==> config.mk <==
export PLATFORM = sky130hd
export DESIGN_NAME = recip_edge_counter
export DESIGN_NICKNAME = d
export VERILOG_FILES = /design/src/rtl/recip_edge_counter.sv
export SDC_FILE = /design/constraint.sdc
export NUM_CORES = 1
export LEC_CHECK = 0
export ABC_AREA = 1
export BUFFER_PORTS_ARGS = -buffer_cell sky130_fd_sc_hd__buf_2
export CAP_MARGIN = 20
export CELL_PAD_IN_SITES_DETAIL_PLACEMENT = 1
export CELL_PAD_IN_SITES_GLOBAL_PLACEMENT = 1
export CORE_UTILIZATION = 43
export DETAILED_ROUTE_END_ITERATION = 16
export GPL_TIMING_DRIVEN = 0
export PLACE_DENSITY = 0.93
export SETUP_SLACK_MARGIN = 0.5
export SYNTH_ARGS = -nofsm -noshare
export SYNTH_HDL_FRONTEND = slang
export SYNTH_SLANG_ARGS = --single-unit
export TNS_END_PERCENT = 20
==> constraint.sdc <==
create_clock -name clk -period 2.63 [get_ports clk]
set_input_delay 0.526 -clock clk [delete_from_list [all_inputs] [get_ports clk]]
set_output_delay 0.526 -clock clk [all_outputs]
set_load 0.005 [all_outputs]
==> src/rtl/recip_edge_counter.sv <==
// -----------------------------------------------------------------------------
// recip_edge_counter
//
// Upstream measurement core of a single-channel reciprocal frequency counter.
// The raw sensor input is synchronised and its rising edges detected.  A run
// counts the clk cycles that span N whole sensor periods (N+1 rising edges).
// The result is handed downstream with a level valid / pulse ack handshake.
// The host computes f = N * F_clk / coarse.
//
// Optional feature macro: RECIP_TIMEOUT_EN
//   When defined, a run that sees no sensor edge for TIMEOUT_CYCLES clk
//   cycles while in ARM or COUNT is aborted.  It still reports a result, with
//   meas_timeout_o set.  When undefined, the block waits indefinitely and
//   meas_timeout_o is always 0.
//
// Ports:
//   clk            measurement clock (sole clock domain)
//   rst_n          asynchronous active-low reset
//   sensor_i       raw asynchronous sensor square wave
//   enable_i       run measurements while high
//   n_cycles_i     requested sensor periods per run (0 treated as 1)
//   busy_o         high in ARM, COUNT or DONE (registered)
//   meas_valid_o   result available, held until acked
//   meas_ack_i     one-cycle consume pulse from downstream
//   meas_coarse_o  clk cycles from start edge to stop edge
//   meas_n_o       periods actually measured
//   meas_ovf_o     coarse counter saturated
//   meas_timeout_o run ended by timeout
// -----------------------------------------------------------------------------
module recip_edge_counter #(
    parameter int unsigned COARSE_WIDTH   = 24,
    parameter int unsigned N_WIDTH        = 16,
    parameter int unsigned TIMEOUT_CYCLES = 1048576
) (
    input  logic                    clk,
    input  logic                    rst_n,
    input  logic                    sensor_i,
    input  logic                    enable_i,
    input  logic [N_WIDTH-1:0]      n_cycles_i,
    output logic                    busy_o,
    output logic                    meas_valid_o,
    input  logic                    meas_ack_i,
    output logic [COARSE_WIDTH-1:0] meas_coarse_o,
    output logic [N_WIDTH-1:0]      meas_n_o,
    output logic                    meas_ovf_o,
    output logic                    meas_timeout_o
);

    typedef enum logic [1:0] {
        S_IDLE  = 2'd0,
        S_ARM   = 2'd1,
        S_COUNT = 2'd2,
        S_DONE  = 2'd3
    } state_e;

    // Synchroniser and edge-detect registers
    logic sync1_q;
    logic sync2_q;
    logic sens_dly_q;
    logic edge_p;

    // FSM state, counters and registered outputs
    state_e                  state_q;
    logic [N_WIDTH-1:0]      n_req_q;
    logic [COARSE_WIDTH-1:0] coarse_cnt_q;
    logic [N_WIDTH-1:0]      edge_cnt_q;
    logic                    ovf_flag_q;
    logic                    busy_q;
    logic                    meas_valid_q;
    logic [COARSE_WIDTH-1:0] meas_coarse_q;
    logic [N_WIDTH-1:0]      meas_n_q;
    logic                    meas_ovf_q;
    logic                    meas_timeout_q;

    // Next-value helpers
    logic [N_WIDTH-1:0]      n_req_d;
    logic [COARSE_WIDTH-1:0] coarse_inc_d;
    logic                    coarse_sat_d;
    logic [N_WIDTH-1:0]      edge_inc_d;
    logic                    stop_hit_d;
    logic                    timeout_d;

    // Two-flop synchroniser followed by a delay flop for rising-edge detect.
    // edge_p is seen by the FSM on the third clk edge after the sensor rises;
    // start and stop share this latency so it cancels in the result.
    always_ff @(posedge clk or negedge rst_n) begin
        if (!rst_n) begin
            sync1_q    <= 1'b0;
            sync2_q    <= 1'b0;
            sens_dly_q <= 1'b0;
        end else begin
            sync1_q    <= sensor_i;
            sync2_q    <= sync1_q;
            sens_dly_q <= sync2_q;
        end
    end

    assign edge_p = sync2_q & ~sens_dly_q;

    always_comb begin
        n_req_d      = (n_cycles_i == '0) ? {{(N_WIDTH-1){1'b0}}, 1'b1} : n_cycles_i;
        // Saturating increment: stays at all-ones once there
        coarse_inc_d = (&coarse_cnt_q) ? coarse_cnt_q : coarse_cnt_q + 1'b1;
        coarse_sat_d = &coarse_inc_d;
        edge_inc_d   = edge_cnt_q + 1'b1;
        stop_hit_d   = edge_p && (edge_inc_d == n_req_q);
    end

`ifdef RECIP_TIMEOUT_EN
    localparam int unsigned IDLE_W = $clog2(TIMEOUT_CYCLES + 1);

    logic [IDLE_W-1:0] idle_cnt_q;

    assign timeout_d = (idle_cnt_q == IDLE_W'(TIMEOUT_CYCLES));

    // Cycles since the last sensor edge.  Held at 0 outside ARM/COUNT, so
    // every entry to ARM starts from a cleared count.
    always_ff @(posedge clk or negedge rst_n) begin
        if (!rst_n) begin
            idle_cnt_q <= '0;
        end else if ((state_q == S_ARM || state_q == S_COUNT) && !edge_p) begin
            idle_cnt_q <= idle_cnt_q + 1'b1;
        end else begin
            idle_cnt_q <= '0;
        end
    end
`else
    assign timeout_d = 1'b0;
`endif

    always_ff @(posedge clk or negedge rst_n) begin
        if (!rst_n) begin
            state_q        <= S_IDLE;
            n_req_q        <= '0;
            coarse_cnt_q   <= '0;
            edge_cnt_q     <= '0;
            ovf_flag_q     <= 1'b0;
            busy_q         <= 1'b0;
            meas_valid_q   <= 1'b0;
            meas_coarse_q  <= '0;
            meas_n_q       <= '0;
            meas_ovf_q     <= 1'b0;
            meas_timeout_q <= 1'b0;
        end else begin
            case (state_q)
                S_IDLE: begin
                    if (enable_i) begin
                        n_req_q <= n_req_d;
                        state_q <= S_ARM;
                        busy_q  <= 1'b1;
                    end
                end

                S_ARM: begin
                    if (!enable_i) begin
                        state_q <= S_IDLE;
                        busy_q  <= 1'b0;
                    end else if (edge_p) begin
                        // Start edge: coarse_cnt counts cycles after it
                        coarse_cnt_q <= '0;
                        edge_cnt_q   <= '0;
                        ovf_flag_q   <= 1'b0;
                        state_q      <= S_COUNT;
                    end else if (timeout_d) begin
                        meas_coarse_q  <= '0;
                        meas_n_q       <= '0;
                        meas_ovf_q     <= 1'b0;
                        meas_timeout_q <= 1'b1;
                        meas_valid_q   <= 1'b1;
                        state_q        <= S_DONE;
                    end
                end

                S_COUNT: begin
                    if (!enable_i) begin
                        state_q <= S_IDLE;
                        busy_q  <= 1'b0;
                    end else begin
                        coarse_cnt_q <= coarse_inc_d;
                        if (coarse_sat_d) begin
                            ovf_flag_q <= 1'b1;
                        end
                        if (edge_p) begin
                            edge_cnt_q <= edge_inc_d;
                            if (stop_hit_d) begin
                                // coarse_cnt lags the cycle index by one, so
                                // the incremented value is the edge distance
                                meas_coarse_q  <= coarse_inc_d;
                                meas_n_q       <= n_req_q;
                                meas_ovf_q     <= ovf_flag_q | coarse_sat_d;
                                meas_timeout_q <= 1'b0;
                                meas_valid_q   <= 1'b1;
                                state_q        <= S_DONE;
                            end
                        end else if (timeout_d) begin
                            meas_coarse_q  <= coarse_cnt_q;
                            meas_n_q       <= edge_cnt_q;
                            meas_ovf_q     <= ovf_flag_q;
                            meas_timeout_q <= 1'b1;
                            meas_valid_q   <= 1'b1;
                            state_q        <= S_DONE;
                        end
                    end
                end

                S_DONE: begin
                    // Result held until consumed; the stop edge has already
                    // been used, so ARM waits for a fresh start edge.
                    if (meas_ack_i) begin
                        meas_valid_q <= 1'b0;
                        if (enable_i) begin
                            state_q <= S_ARM;
                        end else begin
                            state_q <= S_IDLE;
                            busy_q  <= 1'b0;
                        end
                    end
                end

                default: begin
                    state_q <= S_IDLE;
                    busy_q  <= 1'b0;
                end
            endcase
        end
    end

    assign busy_o         = busy_q;
    assign meas_valid_o   = meas_valid_q;
    assign meas_coarse_o  = meas_coarse_q;
    assign meas_n_o       = meas_n_q;
    assign meas_ovf_o     = meas_ovf_q;
    assign meas_timeout_o = meas_timeout_q;

endmodule

==> flow_summary.yaml, run 1 <==
critical_path:
  endpoint_kind: "flip-flop"
  regToRegSetupSlack_ns: 0.07
  arrival_ns: 2.83
  path_class: "flip-flop to flip-flop"
  critPathLaunchType: "flip-flop"
  cp_max_fo: 4
  required_ns: 2.90
floorplanning:
  pin_count: 65
  dieArea_sq_um: 14000
  num_rows: 42
  die_y_microns: 118
  start_util_pct: 44.0
  design.core.area_sq_um: 13200
  die_x_microns: 118
place:
  dp_cells: 1055
  dpl_worst_slack_ns: -0.189
  gp_congestion: 0.909
  port_buffers: 63
  place_area_sq_um: 6410
  post-dp-hpwl_microns: 13000
synthesis:
  ys_seq_area_share_pct: 45.3
  synthTopCellsByArea: "dfrtp_1 (45%), nand2_1 (17%), inv_1 (9.0%)"
  avgSynthCellArea_sq_um: 7.12
  yosysWarnings: 0
  synth_top_area_share_pct: 45.3
  syn_nets: 837
  synth.distinct_cells: 32
  syn-instance-count: 814
  synth-seq-cells: 105
  mappedNetlistArea_sq_um: 5800
  synth.largest_area_cell: "dfrtp_1"
clock_network:
  insertion_delay_ns: 0.36
  clockRootBuffer: "clkbuf_16"
  numCtsBuffers: 9
  cts_tree: "built"
  htree_levels: 3
  path_clk_slew_ns: 0.08
  clock-sinks: 105
  holdBufCountCts: 0
  clockBufferDepth: 2
global_route:
  grt_max_degree: 72
  grt_usage_pct: 29.8
  overflow: 0
  antenna_found_initial: 0
  grt_pass1_vias: 6402
  grt_pass1_wl_microns: 32400
layout:
  stdcell_count: 1090
  final_layout_size_suffix_gt1_share_pct: 19.4
  layout.nets: 933
  n_antenna_cell: 0
  area_delta_synth_final_pct: 22.4
  final_common_cell: "nand2_1"
  post-route-cell-area_sq_um: 7100
  fin_util_pct: 53.8
  final_cell_mix: "nand2_1 (259), inv_1 (137), dfrtp_1 (98)"
timing:
  layout_min_cycle_time_ns: 2.56
  drv_slew: 0
  worst_hold_slack_ns: 0.181
  rsz0062_at_grt: "yes"
  hold_viol: 0
  fin_ws_ns: 0.0694
  fmax_ghz: 0.391
  setup_viol: 0
  fin_crit_sh_pct: 97.4
  fin_skew_ns: 0.0143
  maxSlewHeadroom_pct: 51.3
  worst_pin_slew_ns: 0.723
routing:
  wl_microns: 20800
  num_vias: 6062
  drt_iter0_drc: 494
  wl_per_cell_microns: 19.1
  drc_errors: 0
  firstDrtPassIters: 5
  routed_via_density: 5.56
  ant_nets: 0
pwr:
  p_leak_uw: 0.00339
  ir_drop_mv: 0.322
  powerDensity_nw_per_um2: 831
worst_hold_path:
  hp-class: "primary input to async pin"
outcome:
  status: "finished clean"
job:
  cap_violations: 0
sequential cells by signal, indices dropped and copies added, names as in the netlist:
| register | flops |
|---|---|
| coarse_cnt_q | 24 |
| meas_coarse_o | 24 |
| edge_cnt_q | 16 |
| meas_n_o | 16 |
| n_req_q | 16 |
| state_q | 2 |
| busy_o | 1 |
| meas_ovf_o | 1 |
| meas_valid_o | 1 |
| ovf_flag_q | 1 |
| sens_dly_q | 1 |
| sync1_q | 1 |
| sync2_q | 1 |
timing repair:
item / CTS / global route
setup buffers: 12 / 5
setup endpoints to repair: 76 / 76
resized for setup: 43 / 26
pin swaps: 10 / 1
gates cloned: 1 / 2
final cells by class:
type | instances | area [sq um]
fillers | 1653 | 6090
multi-input cells | 546 | 2700
flip-flops and latches | 105 | 2640
repair buffers | 85 | 564
inverters | 142 | 534
clock buffers | 10 | 239
well taps | 176 | 220
plain buffers | 21 | 151
clock inverters | 5 | 56.3
power by group:
group          internal (uW)  leakage (uW)  switching [uW]  total, uW
sequential              1980       0.00122             484       2460
combinational            695       0.00202            1330       2030
clock                    759      0.000144             648       1410
synth_stat cells (all sizes together):
cell type,count
buf,10
nor4,4
xnor2,2
o22ai,18
a21oi,4
conb,1
a22oi,1
clkinv,2
nand4,10
inv,140
nor3,2
nand3,57
nand3b,8
clkbuf,11
o21ai,69
dfrtp,105
nor2,78
nand2,275
xor2,15
ha,2
final timing paths:
| check | from | to | depth (start not counted) |
|---|---|---|---|
| max reg2reg | edge_cnt_q[0] | meas_coarse_o[0] | 13 |
| min | rst_n | meas_coarse_o[10] | 2 |
| max | edge_cnt_q[0] | meas_coarse_o[0] | 13 |
| min reg2reg | sync1_q | sync2_q | 0 |
| max in group asynchronous | rst_n | edge_cnt_q[3] | 3 |
| min in group clk | sensor_i | sync1_q | 1 |
worst max-delay path, cell delays in order (launching register included):
cell	delay [ns]
dfrtp_2	0.42
buf_6	0.14
inv_1	0.10
nor2_4	0.18
nand2_1	0.08
nand2_1	0.10
xor2_1	0.21
nand3_1	0.14
nor2_2	0.24
nand4_1	0.28
nor2_1	0.27
nand2_1	0.15
nand2_1	0.11
inv_1	0.04
cells by family after synthesis:
group / share of synthesized area (%)
fa+ha+maj: 0.432
other cells: 0.0647
simple gates: 31.7
compound gates: 8.89
flops: 45.3
xor+xnor: 2.57
buf+inv: 11.0
through the flow:
step / TNS [ns] / power, uW
2_1_floorplan: 0 / 3470
3_3_place_gp: -19.58 / 3930
3_5_place_dp: -0.348 / 4050
4_1_cts: 0 / 5610
5_1_grt: -0.0736 / 6200
6_report: 0 / 5900
metal layers:
layer | global-route usage [%] | routed length, microns | vias to the layer above
li1 | - | - | 2715
met1 | 38.0 | 8690 | 3028
met2 | 48.8 | 10100 | 246
met3 | 4.55 | 1210 | 73
met4 | 15.6 | 832 | 0
met5 | 0 | 0 | -
No activity file was read; power rests on OpenSTA's default activity.
==> run 2: changes to the inputs <==
- ABC_AREA: 1 -> not set
- CORE_UTILIZATION: 43 -> 45
- PLACE_DENSITY: 0.93 -> 0.91
==> flow_summary.yaml, run 2 <==
clock_network:
  numCtsBuffers: 9
  cts_tree: "built"
  clockBufferDepth: 2
  insertion_delay_ns: 0.36
  clockRootBuffer: "clkbuf_16"
  clock-sinks: 105
  htree_levels: 3
  path_clk_slew_ns: 0.07
critical_path:
  endpoint_kind: "flip-flop"
  r2r_end: "meas_n_o[8]"
  cp-endpoint: "meas_n_o[8]"
  crit_start: "edge_cnt_q[2]"
  reg2regPathDepth: 10
  critPathLaunchType: "flip-flop"
  cp_max_fo: 7
  required_ns: 2.87
  rr_startpoint: "edge_cnt_q[2]"
  regToRegSetupSlack_ns: -0.12
  arrival_ns: 2.99
  path_class: "flip-flop to flip-flop"
routing:
  wl_per_cell_microns: 22.4
  ant_nets: 0
  routed-wl-met2_microns: 9950
  firstDrtPassIters: 4
  num_vias: 5243
  wl_microns: 19600
  topRoutingLayerUsed: "met4"
  drt_iter0_drc: 277
  drc_errors: 0
  wl_met1_microns: 7700
  routed_via_density: 6.01
  met3WireLength_microns: 966
outcome:
  status: "finished with violations"
  violations: "setup timing"
global_route:
  grt_max_degree: 54
  grt_pass1_vias: 5496
  overflow: 0
  grt_usage_pct: 30.2
  antenna_found_initial: 0
  grt_pass1_wl_microns: 30000
place:
  port_buffers: 63
  post-dp-hpwl_microns: 12600
  gp_congestion: 0.941
layout:
  final_layout_size_suffix_gt1_share_pct: 33.1
  layout.nets: 722
  n_antenna_cell: 0
  final_common_cell: "dfrtp_1"
  final_cell_mix: "dfrtp_1 (101), buf_2 (66), nand2_1 (66)"
  area_delta_synth_final_pct: 26.8
pwr:
  finalPower_uw: 3510
  powerDensity_nw_per_um2: 487
  ir_drop_mv: 0.474
  p_leak_uw: 0.00315
floorplanning:
  die_y_microns: 115
  start_util_pct: 46.9
  num_rows: 40
  pin_count: 65
  design.core.area_sq_um: 12200
  dieArea_sq_um: 13100
  die_x_microns: 115
timing:
  fmax_ghz: 0.363
  worst_pin_slew_ns: 0.718
  fin_ws_ns: -0.122
  worst_hold_slack_ns: 0.218
  setup_viol: 40
  layout_min_cycle_time_ns: 2.75
  hold_viol: 0
  fin_crit_sh_pct: 105
  maxSlewHeadroom_pct: 52.2
  fin_skew_ns: 0.00688
  rsz0062_at_grt: "yes"
  drv_slew: 0
synthesis:
  yosysWarnings: 0
  synth.largest_area_cell: "dfrtp_1"
  syn-instance-count: 601
  synthArstFlopShare_pct: 100
  synthTopCellsByCount: "dfrtp_1 (105), o21ai_0 (80), nand2_1 (75)"
  synthTopCellsByArea: "dfrtp_1 (46%), o21ai_0 (7.0%), xnor2_1 (5.1%)"
  avgSynthCellArea_sq_um: 9.48
  synth.most_common_cell: "dfrtp_1"
  ys_seq_area_share_pct: 46.1
  synth_flop_cell: "dfrtp_1"
  synth-seq-cells: 105
  synth.distinct_cells: 58
  synth_top_area_share_pct: 46.1
  synth_edf_count: 0
  mappedNetlistArea_sq_um: 5700
  syn_nets: 624
job:
  cap_violations: 0
worst_hold_path:
  hp-class: "primary input to async pin"
-- run 2: cell types whose count changed in the layout (fill, tap and decap cells not counted), moves of 13 or more --
cell | before | now
nor2_1 | 58 | 35
o21ai_0 | 45 | 65
nand3_1 | 51 | 19
mux2_2 | 0 | 20
inv_1 | 137 | 8
o22ai_1 | 18 | 2
nand2_1 | 259 | 66
xnor2_1 | 2 | 31
clkbuf_2 | 2 | 15
-- run 2: per-layer routing --
layer / global-route usage (%) / vias up
li1: - / 2354
met1: 35.0 / 2640
met2: 52.6 / 176
met3: 7.09 / 73
met4: 14.9 / 0
met5: 0 / -
-- run 2: per-stage QoR --
step | instances | area [sq um] | setup WS [ns] | TNS, ns | utilization (%)
6_report | 872 | 7220 | -0.122 | -3.26 | 59.4
5_1_grt | 872 | 7220 | -0.208 | -7.41 | 59.4
4_1_cts | 864 | 6980 | -0.103 | -2.47 | 57.4
3_5_place_dp | 834 | 6320 | -0.384 | -12.31 | 52.0
3_3_place_gp | 832 | 6290 | -0.377 | -17.89 | 51.7
2_1_floorplan | 601 | 5760 | 0.152 | 0 | -
-- run 2: final cells by class --
| class | count | area, sq um |
|---|---|---|
| Buffer | 47 | 338 |
| Clock buffer | 10 | 229 |
| Clock inverter | 6 | 33.8 |
| Fill cell | 1354 | 4940 |
| Inverter | 8 | 30.0 |
| Multi-Input combinational cell | 441 | 3190 |
| Sequential cell | 105 | 2630 |
| Tap cell | 168 | 210 |
| Timing Repair Buffer | 87 | 564 |
-- run 2: kinds of logic after synthesis --
kind of cell | Yosys count | synth area share, %
buffers and inverters | 55 | 4.74
DFF | 105 | 46.1
adders and majority gates | 2 | 0.439
AOI/OAI and AO/OA | 139 | 14.7
muxes | 34 | 7.38
and+or+nand+nor | 224 | 20.3
xor gates and xnor gates | 41 | 6.30
other | 1 | 0.0658
-- run 2: timing repair --
item                                    CTS  global route
resized for setup                        72            59
cloned                                    2             0
buffers inserted                         12             8
endpoints found under the setup margin   76            90
hold buffers                              0             0
pin swaps                                19            24
-- run 2: worst min-delay path by stage --
| stage | from | end | cells past startpoint | slack, ns |
|---|---|---|---|---|
| 2_1_floorplan | rst_n | busy_o | 0 | 0.23 |
| 6_report | rst_n | meas_n_o[5] | 1 | 0.22 |
| 5_1_grt | sensor_i | sync1_q | 1 | 0.26 |
| 3_5_place_dp | sync1_q | sync2_q | 0 | 0.34 |
| 3_3_place_gp | sync1_q | sync2_q | 0 | 0.34 |
| 4_1_cts | rst_n | n_req_q[6] | 1 | 0.24 |
-- run 2: worst max-delay path, stage by stage (launching register included) --
cell,delay [ns]
dfrtp_1,0.38
buf_6,0.11
and4_1,0.19
buf_6,0.12
nand3_4,0.06
or4_4,0.53
a2111oi_4,0.34
nand4_1,0.22
buf_6,0.22
buf_12,0.15
mux2_4,0.30
-- run 2: power by group --
part	switching (uW)	internal (uW)
sequential	105	1690
combinational	275	207
clock	603	638
